`config.mk`:
```
export PLATFORM = sky130hd
export DESIGN_NAME = openhw_ahb_manager
export DESIGN_NICKNAME = d
export VERILOG_FILES = /design/src/rtl/openhw_ahb_manager_pkg.sv /design/src/rtl/openhw_ahb_manager_flopenr.sv /design/src/rtl/openhw_ahb_manager.sv
export SDC_FILE = /design/constraint.sdc
export NUM_CORES = 1
export LEC_CHECK = 0
export ABC_AREA = 0
export BUFFER_PORTS_ARGS = -buffer_cell sky130_fd_sc_hd__buf_2
export CORE_MARGIN = 2
export CORE_UTILIZATION = 44
export DETAILED_ROUTE_END_ITERATION = 10
export HOLD_SLACK_MARGIN = 0.08
export PLACE_DENSITY = 0.76
export SLEW_MARGIN = 20
export SYNTH_ARGS = -nofsm -noshare
export SYNTH_HDL_FRONTEND = slang
export SYNTH_SLANG_ARGS = --single-unit
```
`constraint.sdc`:
```
create_clock -name HCLK -period 1.4 [get_ports HCLK]
set_clock_uncertainty 0.15 [all_clocks]
set_input_delay 0.21 -clock HCLK [delete_from_list [all_inputs] [get_ports HCLK]]
set_output_delay 0.21 -clock HCLK [all_outputs]
set_load 0.02 [all_outputs]
```
`src/rtl/openhw_ahb_manager_pkg.sv`:
```
// Shared definitions for the AHB-Lite manager.
//   cvw_t               configuration record (physical address width, data width)
//   CVW_DEFAULT         32-bit address / 32-bit data configuration
//   AHB_* constants     HTRANS / HBURST / HPROT encodings driven by the manager
//   mgr_state_t         manager state, encoded directly as {AValid, DValid}
package openhw_ahb_manager_pkg;

    typedef struct packed {
        int PA_BITS;
        int XLEN;
    } cvw_t;

    localparam cvw_t CVW_DEFAULT = '{PA_BITS: 32, XLEN: 32};

    localparam logic [1:0] AHB_HTRANS_IDLE   = 2'b00;
    localparam logic [1:0] AHB_HTRANS_NONSEQ = 2'b10;
    localparam logic [2:0] AHB_HBURST_SINGLE = 3'b000;
    localparam logic [3:0] AHB_HPROT_DATA    = 4'b0011;

    // The state is never stored separately: it is the pair of stage valid bits.
    typedef enum logic [1:0] {
        IDLE = 2'b00,
        ADDR = 2'b10,
        PIPE = 2'b11,
        DATA = 2'b01
    } mgr_state_t;

    function automatic mgr_state_t mgr_state(input logic a_valid, input logic d_valid);
        return mgr_state_t'({a_valid, d_valid});
    endfunction

endpackage

```
`src/rtl/openhw_ahb_manager_flopenr.sv`:
```
// Flop primitive with enable and asynchronous active-low reset to zero.
//   clk    rising-edge clock
//   rst_n  asynchronous reset, active low
//   en     load enable
//   d / q  data in / registered data out
module openhw_ahb_manager_flopenr #(
    parameter int WIDTH = 1
) (
    input  logic             clk,
    input  logic             rst_n,
    input  logic             en,
    input  logic [WIDTH-1:0] d,
    output logic [WIDTH-1:0] q
);

    always_ff @(posedge clk or negedge rst_n) begin
        if (!rst_n) begin
            q <= '0;
        end else if (en) begin
            q <= d;
        end
    end

endmodule

```
`src/rtl/openhw_ahb_manager.sv`:
```
// Single-manager AHB-Lite initiator. A valid/ready request stream is turned
// into pipelined single transfers: the address phase of one transfer overlaps
// the data phase of the previous one, so zero-wait subordinates see one
// transfer per cycle. Each completed transfer returns a registered response.
//   HCLK / HRESETn            bus clock, asynchronous active-low reset
//   Req*                      client request stream (valid/ready)
//   Rsp*                      one-cycle response pulse per accepted request
//   ErrSticky / ErrClr        sticky error flag and its clear
//   H* outputs / H* inputs    AHB-Lite manager interface
module openhw_ahb_manager
    import openhw_ahb_manager_pkg::*;
#(
    parameter cvw_t P = CVW_DEFAULT
) (
    input  logic                   HCLK,
    input  logic                   HRESETn,
    input  logic                   ReqValid,
    output logic                   ReqReady,
    input  logic [P.PA_BITS-1:0]   ReqAddr,
    input  logic                   ReqWrite,
    input  logic [2:0]             ReqSize,
    input  logic [P.XLEN-1:0]      ReqWData,
    input  logic [P.XLEN/8-1:0]    ReqStrb,
    output logic                   RspValid,
    output logic [P.XLEN-1:0]      RspRData,
    output logic                   RspErr,
    output logic                   ErrSticky,
    input  logic                   ErrClr,
    output logic [P.PA_BITS-1:0]   HADDR,
    output logic                   HWRITE,
    output logic [2:0]             HSIZE,
    output logic [1:0]             HTRANS,
    output logic [2:0]             HBURST,
    output logic [3:0]             HPROT,
    output logic                   HMASTLOCK,
    output logic [P.XLEN-1:0]      HWDATA,
    output logic [P.XLEN/8-1:0]    HWSTRB,
    input  logic                   HREADY,
    input  logic [P.XLEN-1:0]      HRDATA,
    input  logic                   HRESP
);

    localparam int AW   = P.PA_BITS;
    localparam int XW   = P.XLEN;
    localparam int SW   = P.XLEN / 8;
    localparam int AP_W = AW + 1 + 3 + XW + SW;
    localparam int DP_W = 1 + XW + SW;

    // Address stage
    logic              a_valid_reg;
    logic [AP_W-1:0]   a_payload_reg;
    logic [AW-1:0]     a_addr_reg;
    logic              a_write_reg;
    logic [2:0]        a_size_reg;
    logic [XW-1:0]     a_wdata_reg;
    logic [SW-1:0]     a_strb_reg;

    // Data stage
    logic              d_valid_reg;
    logic [DP_W-1:0]   d_payload_reg;
    logic              d_write_reg;
    logic [XW-1:0]     d_wdata_reg;
    logic [SW-1:0]     d_strb_reg;

    // Response
    logic              rsp_valid_reg;
    logic              rsp_err_reg;
    logic [XW-1:0]     rsp_rdata_reg;
    logic [XW-1:0]     rsp_rdata_next;
    logic              err_sticky_reg;
    logic              err_sticky_next;

    logic              accept;
    logic              complete;
    logic              wr_data_phase;
    mgr_state_t        state;

    assign state    = mgr_state(a_valid_reg, d_valid_reg);
    assign ReqReady = ~a_valid_reg | HREADY;
    assign accept   = ReqValid & ReqReady;
    assign complete = d_valid_reg & HREADY;

    // The address stage may load while HREADY is low as long as it is empty;
    // an occupied address stage only moves when the bus is ready.
    openhw_ahb_manager_flopenr #(.WIDTH(1)) u_a_valid (
        .clk(HCLK), .rst_n(HRESETn), .en(ReqReady),
        .d(accept), .q(a_valid_reg)
    );

    openhw_ahb_manager_flopenr #(.WIDTH(AP_W)) u_a_payload (
        .clk(HCLK), .rst_n(HRESETn), .en(accept),
        .d({ReqAddr, ReqWrite, ReqSize, ReqWData, ReqStrb}), .q(a_payload_reg)
    );

    assign {a_addr_reg, a_write_reg, a_size_reg, a_wdata_reg, a_strb_reg} = a_payload_reg;

    openhw_ahb_manager_flopenr #(.WIDTH(1)) u_d_valid (
        .clk(HCLK), .rst_n(HRESETn), .en(HREADY),
        .d(a_valid_reg), .q(d_valid_reg)
    );

    openhw_ahb_manager_flopenr #(.WIDTH(DP_W)) u_d_payload (
        .clk(HCLK), .rst_n(HRESETn), .en(HREADY),
        .d({a_write_reg, a_wdata_reg, a_strb_reg}), .q(d_payload_reg)
    );

    assign {d_write_reg, d_wdata_reg, d_strb_reg} = d_payload_reg;

    // Read data is only returned for an error-free read; writes and errors give 0.
    assign rsp_rdata_next  = (complete & ~d_write_reg & ~HRESP) ? HRDATA : '0;
    // A set in the same cycle as a clear wins.
    assign err_sticky_next = (complete & HRESP) | (err_sticky_reg & ~ErrClr);

    openhw_ahb_manager_flopenr #(.WIDTH(XW + 3)) u_rsp (
        .clk(HCLK), .rst_n(HRESETn), .en(1'b1),
        .d({complete, complete & HRESP, rsp_rdata_next, err_sticky_next}),
        .q({rsp_valid_reg, rsp_err_reg, rsp_rdata_reg, err_sticky_reg})
    );

    assign RspValid  = rsp_valid_reg;
    assign RspErr    = rsp_err_reg;
    assign RspRData  = rsp_rdata_reg;
    assign ErrSticky = err_sticky_reg;

    // Bus address phase
    assign HTRANS    = ((state == ADDR) || (state == PIPE)) ? AHB_HTRANS_NONSEQ : AHB_HTRANS_IDLE;
    assign HADDR     = a_addr_reg;
    assign HWRITE    = a_write_reg;
    assign HSIZE     = a_size_reg;
    assign HBURST    = AHB_HBURST_SINGLE;
    assign HPROT     = AHB_HPROT_DATA;
    assign HMASTLOCK = 1'b0;

    // Bus data phase: write data lanes are driven only while a write is in
    // the data stage, otherwise they read as zero.
    assign wr_data_phase = ((state == PIPE) || (state == DATA)) & d_write_reg;

    genvar gi;
    generate
        for (gi = 0; gi < SW; gi++) begin : g_lane
            assign HWDATA[gi*8 +: 8] = wr_data_phase ? d_wdata_reg[gi*8 +: 8] : 8'h00;
            assign HWSTRB[gi]        = wr_data_phase & d_strb_reg[gi];
        end
    endgenerate

endmodule

```
---- Word level (Yosys, flattened, before mapping) ----
Index checks and enable logic that the tools add are counted.
word-level totals
  flip-flop bits (word level) ............. 146
  bits in latches ......................... 0
  bits in writable memories ............... 0
  ROM bits ................................ 0
  bits of input ports ..................... 110
  output and inout port bits .............. 118
  memories kept ........................... 0
operators by class
  $add $sub $neg .......................... 0
  multipliers ............................. 0
  div/mod/pow operators ................... 0
  $lt $le $gt $ge ......................... 0
  equality and inequality tests ........... 3
  shift-type cells ........................ 0
  muxes and demuxes ....................... 6
  bitwise operators ....................... 17
  reduce and logical (&&, ||, !) cells .... 2
operator list
  operator            number
  $mux 32             1
  $mux 8              4
  $and 1x1->1         11
  $eq 2x2->1 const B  2
  $not 1->1           4
  $eq 2x1->1 const B  1
  $logic_or 1x1->1    2
  $mux 2              1
  $or 1x1->1          2

---- Longest topological paths before layout ----
Gate-level depths: netlist (run 1).
  depth in word-level cells ............... 4
  depth in mapped cells ................... 4
  mapped depth without buffers ............ 3

---- Modules after synthesis ----
Synthesis (run 1) repeated with hierarchy kept, for this count alone.
unflattened totals
  cell total of the unflattened synthesis .. 405
  area, all modules ....................... 6727.7 um^2
modules (own cells, without submodules)
  module                                       times used  cells each  area an instance (um^2)  sequential area each (um^2)
  openhw_ahb_manager_flopenr at u_a_payload    1           152         3026.7                   1801.7
  openhw_ahb_manager_flopenr at u_d_payload    1           78          1526.5                   925.9
  openhw_ahb_manager_flopenr at u_rsp          1           74          1453.9                   875.8
  openhw_ahb_manager                           1           97          640.6                    0.0
  openhw_ahb_manager_flopenr at u_a_valid ...  2           2           40.0                     25.0

---- Worst setup path before layout (run 1) ----
Ideal clock, no wire load.
  path type ............................... reg-to-output
  start point ............................. reg u_d_payload.q[36]
  end point ............................... out HWDATA[29]
  data arrival time ....................... 1064 ps
  data required time ...................... 1040 ps
  setup slack ............................. -24 ps
  stages on the path, launching flop included .. 4
  path buffers ............................ 2
  cells stage by stage .................... dfrtp_1 > clkbuf_1 > clkbuf_1 > and3_1
on the way
  word-level cells in the longest chain between the ends .. 2
RTL lines
  element                 line                              text
  from (decl)             openhw_ahb_manager_flopenr.sv:13  output logic [WIDTH-1:0] q
  from (signal assigned)  openhw_ahb_manager_flopenr.sv:18  q <= '0;
  from (signal assigned)  openhw_ahb_manager_flopenr.sv:20  q <= d;
  $and 1x1->1             openhw_ahb_manager.sv:136         assign wr_data_phase = ((state == PIPE) || (state == DATA)) & d_write_reg;
  $mux 8                  openhw_ahb_manager.sv:141         assign HWDATA[gi*8 +: 8] = wr_data_phase ? d_wdata_reg[gi*8 +: 8] : 8'h00;
  to (decl)               openhw_ahb_manager.sv:36          output logic [P.XLEN-1:0] HWDATA,
Every way passes these cells.

---- Worst setup path in the final report (run 1) ----
  start point ............................. reg u_d_valid.q
  end point ............................... out HWDATA[8]
on the way
  word-level cells in the longest chain between the ends .. 4
  elaborated cells between the ends (all ways) .. 5
  classes of those cells .................. eq/ne (2); mux (1); bitwise (1); reduce/logical (1)
RTL lines
  element                                   line
  from (decl)                               openhw_ahb_manager_flopenr.sv:13
  from (signal assigned)                    openhw_ahb_manager_flopenr.sv:18
  from (signal assigned)                    openhw_ahb_manager_flopenr.sv:20
  $eq 2x2->1 or $eq 2x1->1 (tied branches)  openhw_ahb_manager.sv:136
  $logic_or 1x1->1 *                        openhw_ahb_manager.sv:136
  $and 1x1->1 *                             openhw_ahb_manager.sv:136
  $mux 8 *                                  openhw_ahb_manager.sv:141
Mark *: on every way between the ends. The rest lies on a longest branch, timed or not.

==> impl_metrics.env, run 1 <==
export IMPL_netlist_cell_type_count=17
export IMPL_grt_pass1_vias=4954
export IMPL_final_area_mm2=0.00959
export IMPL_fp_dieH_um=119
export IMPL_num_rows=42
export IMPL_fin_nets=833
export IMPL_path_max_fanout=11
export IMPL_violations="setup timing"
export IMPL_irDropWorstVdd_mv=0.970
export IMPL_end_kind="output pin"
export IMPL_finalSetupTns_ps=-21320
export IMPL_start_kind="flop"
export IMPL_final_common_cell="buf_2"
export IMPL_drc=0
export IMPL_ant_nets=0
export IMPL_drtIter0Drc=199
export IMPL_place_ws_ps=-105
export IMPL_crit_type="reg -> out"
export IMPL_cp_arrival_ps=1420
export IMPL_final_cell_mix="186 x buf_2, 145 x dfrtp_1, 108 x dlygate4sd3_1"
export IMPL_finalCritPeriodShare=1.27
export IMPL_finalPower_mw=13.0
export IMPL_yosys_area_top_type_share=0.623
export IMPL_vias_per_cell=4.81
export IMPL_post_dp_hpwl_um=8940
export IMPL_rsz0062_at_grt="yes"
export IMPL_crit_required_ps=1040
export IMPL_p_per_area_mw_per_mm2=1360
export IMPL_diodes=0
export IMPL_overflow=0
export IMPL_post_drt_wl_per_cell_um=19.0
export IMPL_multi_input_area_mm2=0.00217
export IMPL_ys_warnings_count=0
export IMPL_num_io_pins=228
export IMPL_syn_area_mm2=0.00587
export IMPL_ys_top_cells_by_area="dfrtp_1 62%, mux2_1 13%, mux2_2 7.7%, buf_4 5.6%, and3_1 3.9%"
export IMPL_synth_avg_cell_area_um2=14.6
export IMPL_die_area_mm2=0.0143
export IMPL_track_usage=0.240
export IMPL_fill_cells=820
export IMPL_status="finished, violations left"
export IMPL_slew_viol_final=0
export IMPL_drt_wl_total_um=17300
export IMPL_fin_ws_ps=-377
export IMPL_vias=4384
export IMPL_synth_seq_cells=146
export IMPL_cts_tree="built"
export IMPL_hold_slack_ps=104
export IMPL_clkTransAtPathRegs_ps=60
export IMPL_syn_inst=401
export IMPL_synth_area_leader_cell="dfrtp_1"
export IMPL_regArea_mm2=0.00365
export IMPL_cts_root_buf="clkbuf_16"
export IMPL_yosysSeqAreaShare=0.623
export IMPL_clock_sinks=146
export IMPL_finalWeightedCongestion=0.765
export IMPL_numCtsBuffers=17
export IMPL_fmax_mhz=563
export IMPL_start_util=0.446
export IMPL_dpl_instance_area_mm2=0.00701
export IMPL_grt_pass1_wl_um=26100
export IMPL_hold_class="in -> async"
export IMPL_drv_cap=0
export IMPL_clk_latency_ps=410
export IMPL_grt_start_max_net_pins=42
export IMPL_layout_drive_gt1_share=0.628
export IMPL_hold_violations=0
export IMPL_core_region_area_mm2=0.0131
export IMPL_syn_to_final_growth_pct=63.4
export IMPL_setup_violations=135
export IMPL_drt_pre_antenna_iters=5
export IMPL_p_leak_nw=4.97
export IMPL_antenna_found_initial=0
export IMPL_timing_final_crit_period_ps=1780
export IMPL_htreeDepth=4
export IMPL_numPortBuffers=218
export IMPL_clock_path_buffers=2
export IMPL_dieWidth_um=119
[worst max-delay path: stages (launching register included)]
cell,delay [ps]
dfrtp_2,450
buf_4,190
and3_2,210
buf_4,150
[area by class of cell]
type	instances	area share
Tap cell	176	0.0230
Clock inverter	12	0.0188
Timing Repair Buffer	363	0.302
Inverter	1	0.000392
Sequential cell	146	0.381
Clock buffer	20	0.0476
Multi-Input combinational cell	194	0.227
[state kept, by name, indices dropped and copies added (netlist names)]
name / cells
u_a_valid.q: 1
u_d_payload.q: 37
u_rsp.q: 35
u_d_valid.q: 1
u_a_payload.q: 72
[cells in the mapped netlist]
cell      instances
nor3b_2           1
mux2_2           40
conb_1            2
a21o_1            1
clkbuf_2          3
buf_2             4
dfrtp_1         146
and3_1           37
nand2b_1          1
inv_1             1
nand2_4           1
and2_1           33
nand2b_2          1
buf_4            44
buf_6             7
mux2_1           70
clkbuf_1          9
[per-layer routing]
layer,vias to the layer above,track usage,share of wire
li1,1951,-,-
met1,2203,0.269,0.38
met2,182,0.428,0.54
met3,48,0.0527,0.048
met4,0,0.121,0.034
met5,-,0,0
[final timing paths]
path | start | end | slack, ps | depth (start not counted)
worst max-delay path | u_d_valid.q$_DFFE_PN0P_ | HWDATA[8] | -380 | 3
worst min-delay path | HRESETn | u_d_payload.q[15]$_DFFE_PN0P_ | 100 | 2
worst max register to register | u_a_valid.q$_DFFE_PN0P_ | u_a_payload.q[48]$_DFFE_PN0P_ | -160 | 5
worst min register to register | u_rsp.q[0]$_DFF_PN0_ | u_rsp.q[0]$_DFF_PN0_ | 340 | 1
max in group asynchronous | HRESETn | u_a_payload.q[57]$_DFFE_PN0P_ | 470 | 3
min in group HCLK | HREADY | u_a_valid.q$_DFFE_PN0P_ | 140 | 4
[cell families (layout without fill, tap and decap cells)]
family | after synthesis | after routing | synth area share
AO/OA/AOI/OAI | 1 | 1 | 0.00128
buffers and inverters | 68 | 396 | 0.0821
AND/OR/NAND/NOR | 74 | 74 | 0.0813
other | 2 | 9 | 0.00128
flip-flops | 146 | 146 | 0.623
multiplexers | 110 | 110 | 0.211
[where the power goes]
| part | internal [mW] | total [mW] | switching, mW | leakage, nW |
|---|---|---|---|---|
| logic | 1.67 | 3.04 | 1.37 | 2.89 |
| clock network | 3.08 | 4.87 | 1.78 | 0.295 |
| registers | 4.79 | 5.10 | 0.312 | 1.78 |
[through the flow]
step,cells,utilization
after CTS,908,0.704
final,912,0.730
after global placement,756,0.534
after detailed placement,756,0.534
after floorplan,408,-
after global routing,912,0.730
[what timing repair did]
action                     CTS  global route
resized for setup           86            99
hold buffers               108             0
setup buffers                7             4
hold endpoints to repair   253             0
cloned                       5             4
pin swaps                    0            33
setup endpoints to repair   93           142
Power figures use the tool's default switching activity.
==> inputs of run 2 (changes only) <==
--- a/config.mk
+++ b/config.mk
@@ -6,12 +6,12 @@
 export NUM_CORES = 1
 export LEC_CHECK = 0
 export ABC_AREA = 0
-export BUFFER_PORTS_ARGS = -buffer_cell sky130_fd_sc_hd__buf_2
 export CORE_MARGIN = 2
-export CORE_UTILIZATION = 44
+export CORE_UTILIZATION = 57
 export DETAILED_ROUTE_END_ITERATION = 10
+export DONT_BUFFER_PORTS = 1
 export HOLD_SLACK_MARGIN = 0.08
-export PLACE_DENSITY = 0.76
+export PLACE_DENSITY = 0.75
 export SLEW_MARGIN = 20
 export SYNTH_ARGS = -nofsm -noshare
 export SYNTH_HDL_FRONTEND = slang
==> run 2 against run 1 <==
Against the previous run: the flow now stops in clock tree synthesis; synthesized cell count unchanged; area after synthesis did not move.
==> impl_metrics.env, run 2 <==
export IMPL_synth_avg_cell_area_um2=14.6
export IMPL_fp_dieH_um=105
export IMPL_finalWeightedCongestion=0.759
export IMPL_netlist_cell_type_count=17
export IMPL_ys_warnings_count=0
export IMPL_numPortBuffers=0
export IMPL_failed_stage="clock tree synthesis"
export IMPL_tool_error="[ERROR RSZ-0060] Max buffer count reached."
export IMPL_yosysSeqAreaShare=0.623
export IMPL_dpl_instance_area_mm2=0.00575
export IMPL_ys_flop_type="dfrtp_1"
export IMPL_status="aborted with a tool error"
export IMPL_holdBufCountCts=105
export IMPL_synth_seq_cells=146
export IMPL_yosysMostFrequentCell="dfrtp_1"
export IMPL_post_cts_buffers=1
export IMPL_ys_top_cells_by_area="dfrtp_1 62%, mux2_1 13%, mux2_2 7.7%, buf_4 5.6%, and3_1 3.9%"
export IMPL_synth_area_leader_cell="dfrtp_1"
export IMPL_numCtsBuffers=17
export IMPL_place_inst=487
export IMPL_syn_area_mm2=0.00587
export IMPL_clock_sinks=146
export IMPL_post_dp_hpwl_um=7210
export IMPL_num_rows=37
export IMPL_num_io_pins=228
export IMPL_post_cts_resized_instances=55
export IMPL_synth_edf_count=0
export IMPL_synthArstFlopShare=1.00
export IMPL_synth_common_cells="146 x dfrtp_1, 70 x mux2_1, 44 x buf_4"
export IMPL_clock_path_buffers=2
export IMPL_start_util=0.579
export IMPL_htreeDepth=4
export IMPL_syn_inst=401
export IMPL_dieWidth_um=105
export IMPL_yosys_area_top_type_share=0.623
export IMPL_cts_root_buf="clkbuf_8"
[run 2: cell counts after synthesis]
Identical to the previous run, type by type.
[run 2: cells by family after synthesis]
| kind of cell | synth area share |
|---|---|
| AOI/OAI and AO/OA | 0.00128 |
| buffers and inverters | 0.0821 |
| DFF | 0.623 |
| muxes | 0.211 |
| other | 0.00128 |
| and+or+nand+nor | 0.0813 |
[run 2: per-stage QoR]
stage | setup WS (ps) | hold slack [ps] | utilization
floorplan | 4.01 | -236 | -
global placement | 39.0 | -233 | 0.567
detailed placement | 8.74 | -234 | 0.567
==> inputs of run 3 (changes only) <==
--- a/config.mk
+++ b/config.mk
@@ -7,11 +7,10 @@
 export LEC_CHECK = 0
 export ABC_AREA = 0
 export CORE_MARGIN = 2
-export CORE_UTILIZATION = 57
+export CORE_UTILIZATION = 40
 export DETAILED_ROUTE_END_ITERATION = 10
 export DONT_BUFFER_PORTS = 1
-export HOLD_SLACK_MARGIN = 0.08
-export PLACE_DENSITY = 0.75
+export PLACE_DENSITY_LB_ADDON = 0.15
 export SLEW_MARGIN = 20
 export SYNTH_ARGS = -nofsm -noshare
 export SYNTH_HDL_FRONTEND = slang
==> constraint.sdc (replaced) <==
create_clock -name HCLK -period 1.8 [get_ports HCLK]
set_clock_uncertainty 0.15 [all_clocks]
set_input_delay 0.27 -clock HCLK [delete_from_list [all_inputs] [get_ports HCLK]]
set_output_delay 0.27 -clock HCLK [all_outputs]
set_load 0.02 [all_outputs]
==> run 3 against run 2 <==
Against the previous run: the flow now finishes, with violations (hold timing).
==> impl_metrics.env, run 3 (same netlist as run 1, synthesis figures left out) <==
export IMPL_combPwrFrac=0.133
export IMPL_fp_dieH_um=125
export IMPL_grt_start_max_net_pins=147
export IMPL_drt_wl_total_um=12700
export IMPL_fin_nets=590
export IMPL_status="finished, violations left"
export IMPL_num_io_pins=228
export IMPL_start_kind="flop"
export IMPL_syn_to_final_growth_pct=28.2
export IMPL_cp_arrival_ps=1360
export IMPL_layout_drive_gt1_share=0.247
export IMPL_p_sw_frac=0.267
export IMPL_cts_root_buf="clkbuf_16"
export IMPL_p_seq_frac=0.474
export IMPL_crit_required_ps=1380
export IMPL_track_usage=0.167
export IMPL_drc=0
export IMPL_hold_slack_ps=-603
export IMPL_fmax_mhz=561
export IMPL_post_dp_hpwl_um=7350
export IMPL_p_per_area_mw_per_mm2=1170
export IMPL_start_util=0.407
export IMPL_numPortBuffers=0
export IMPL_multi_input_area_mm2=0.00181
export IMPL_diodes=0
export IMPL_final_cell_mix="145 x dfrtp_1, 108 x dlygate4sd3_1, 70 x mux2_1"
export IMPL_hold_class="in -> async"
export IMPL_finalCritPeriodShare=0.991
export IMPL_crit_type="reg -> out"
export IMPL_num_rows=44
export IMPL_final_common_cell="dfrtp_1"
export IMPL_post_drt_wl_per_cell_um=18.8
export IMPL_finalSetupTns_ps=0
export IMPL_dieWidth_um=125
export IMPL_timing_final_crit_period_ps=1780
export IMPL_rsz0062_at_grt="yes"
export IMPL_clock_path_buffers=2
export IMPL_reg_top3="u_a_payload.q x72, u_d_payload.q x37, u_rsp.q x35"
export IMPL_overflow=0
export IMPL_die_area_mm2=0.0156
export IMPL_holdBufCountCts=109
export IMPL_final_area_mm2=0.00752
export IMPL_violations="hold timing"
export IMPL_drv_cap=0
export IMPL_slew_viol_final=0
export IMPL_setup_violations=0
export IMPL_vias=3283
export IMPL_end_kind="output pin"
export IMPL_grt_pass1_vias=3693
export IMPL_internal_power_mw=6.43
export IMPL_hold_violations=146
export IMPL_p_switching_mw=2.34
export IMPL_htreeDepth=4
export IMPL_irDropWorstVdd_mv=0.613
export IMPL_path_max_fanout=19
export IMPL_fill_cells=1196
export IMPL_core_region_area_mm2=0.0144
export IMPL_clk_latency_ps=410
export IMPL_largest_reg_flops=72
export IMPL_grt_pass1_wl_um=20300
export IMPL_clock_sinks=146
export IMPL_regArea_mm2=0.00365
export IMPL_finalWeightedCongestion=0.678
export IMPL_antenna_found_initial=0
export IMPL_dpl_instance_area_mm2=0.00574
export IMPL_pwr_share_clk=0.393
export IMPL_numCtsBuffers=17
export IMPL_p_leak_nw=3.38
export IMPL_vias_per_cell=4.85
export IMPL_cts_tree="built"
export IMPL_ant_nets=0
export IMPL_drtIter0Drc=125
export IMPL_largest_register="u_a_payload.q"
export IMPL_clkTransAtPathRegs_ps=60
export IMPL_drt_pre_antenna_iters=4
run 3: critical path: stages (launching register included):
cell     delay (ps)
dfrtp_2         460
buf_12          170
and3_4          190
buf_6           120
run 3: layout make-up:
class / instances / share of cell area
repair buffers: 120 / 0.165
inverters: 1 / 0.000499
flip-flops and latches: 146 / 0.486
well taps: 184 / 0.0306
multi-input cells: 194 / 0.240
clock inverters: 12 / 0.0178
clock buffers: 20 / 0.0594
run 3: metrics by stage:
stage / hold WS [ps] / worst slack [ps] / std cells / total power, mW / utilization
2_1_floorplan: -176 / 316 / 408 / 5.08 / -
3_3_place_gp: -172 / 282 / 534 / 5.07 / 0.398
3_5_place_dp: -172 / 254 / 534 / 5.11 / 0.398
4_1_cts: -631 / -24.8 / 675 / 8.85 / 0.519
5_1_grt: -628 / -40.7 / 677 / 9.19 / 0.521
6_report: -603 / 16.6 / 677 / 8.78 / 0.521
run 3: routing by layer:
metal	part of all wire	GRT usage	wire length [um]
met1	0.40	0.194	5080
met4	0.021	0.0686	262
met2	0.50	0.278	6410
met5	0	0	0
met3	0.075	0.0659	947
run 3: worst paths after layout:
path                                          startpoint                             to  slack, ps  depth (start not counted)
max reg2reg                      u_d_valid.q$_DFFE_PN0P_           u_rsp.q[0]$_DFF_PN0_         40                          4
max                        u_d_payload.q[36]$_DFFE_PN0P_                     HWDATA[15]         20                          3
min                                              HRESETn          u_rsp.q[22]$_DFF_PN0_       -600                          0
min reg2reg                u_a_payload.q[35]$_DFFE_PN0P_  u_a_payload.q[35]$_DFFE_PN0P_        330                          1
min in group HCLK                                 HREADY        u_a_valid.q$_DFFE_PN0P_         90                          3
max in group asynchronous                        HRESETn  u_d_payload.q[36]$_DFFE_PN0P_       1790                          0
run 3: repair_timing:
item / 4_1_cts / 5_1_grt
gates resized for setup: 40 / 1
buffers inserted: 0 / 1
hold endpoints to repair: 292 / 146
gates cloned: 0 / 1
setup endpoints to repair: 36 / 37
pin swaps: 1 / 0
run 3: power groups by stage:
stage	Combinational, mW	Sequential (mW)	Clock, mW
floorplan	1.11	3.96	0
global placement	0.866	4.20	0
global route	1.27	4.22	3.70
CTS	1.15	4.16	3.55
finish	1.17	4.16	3.45
detailed placement	0.892	4.22	0
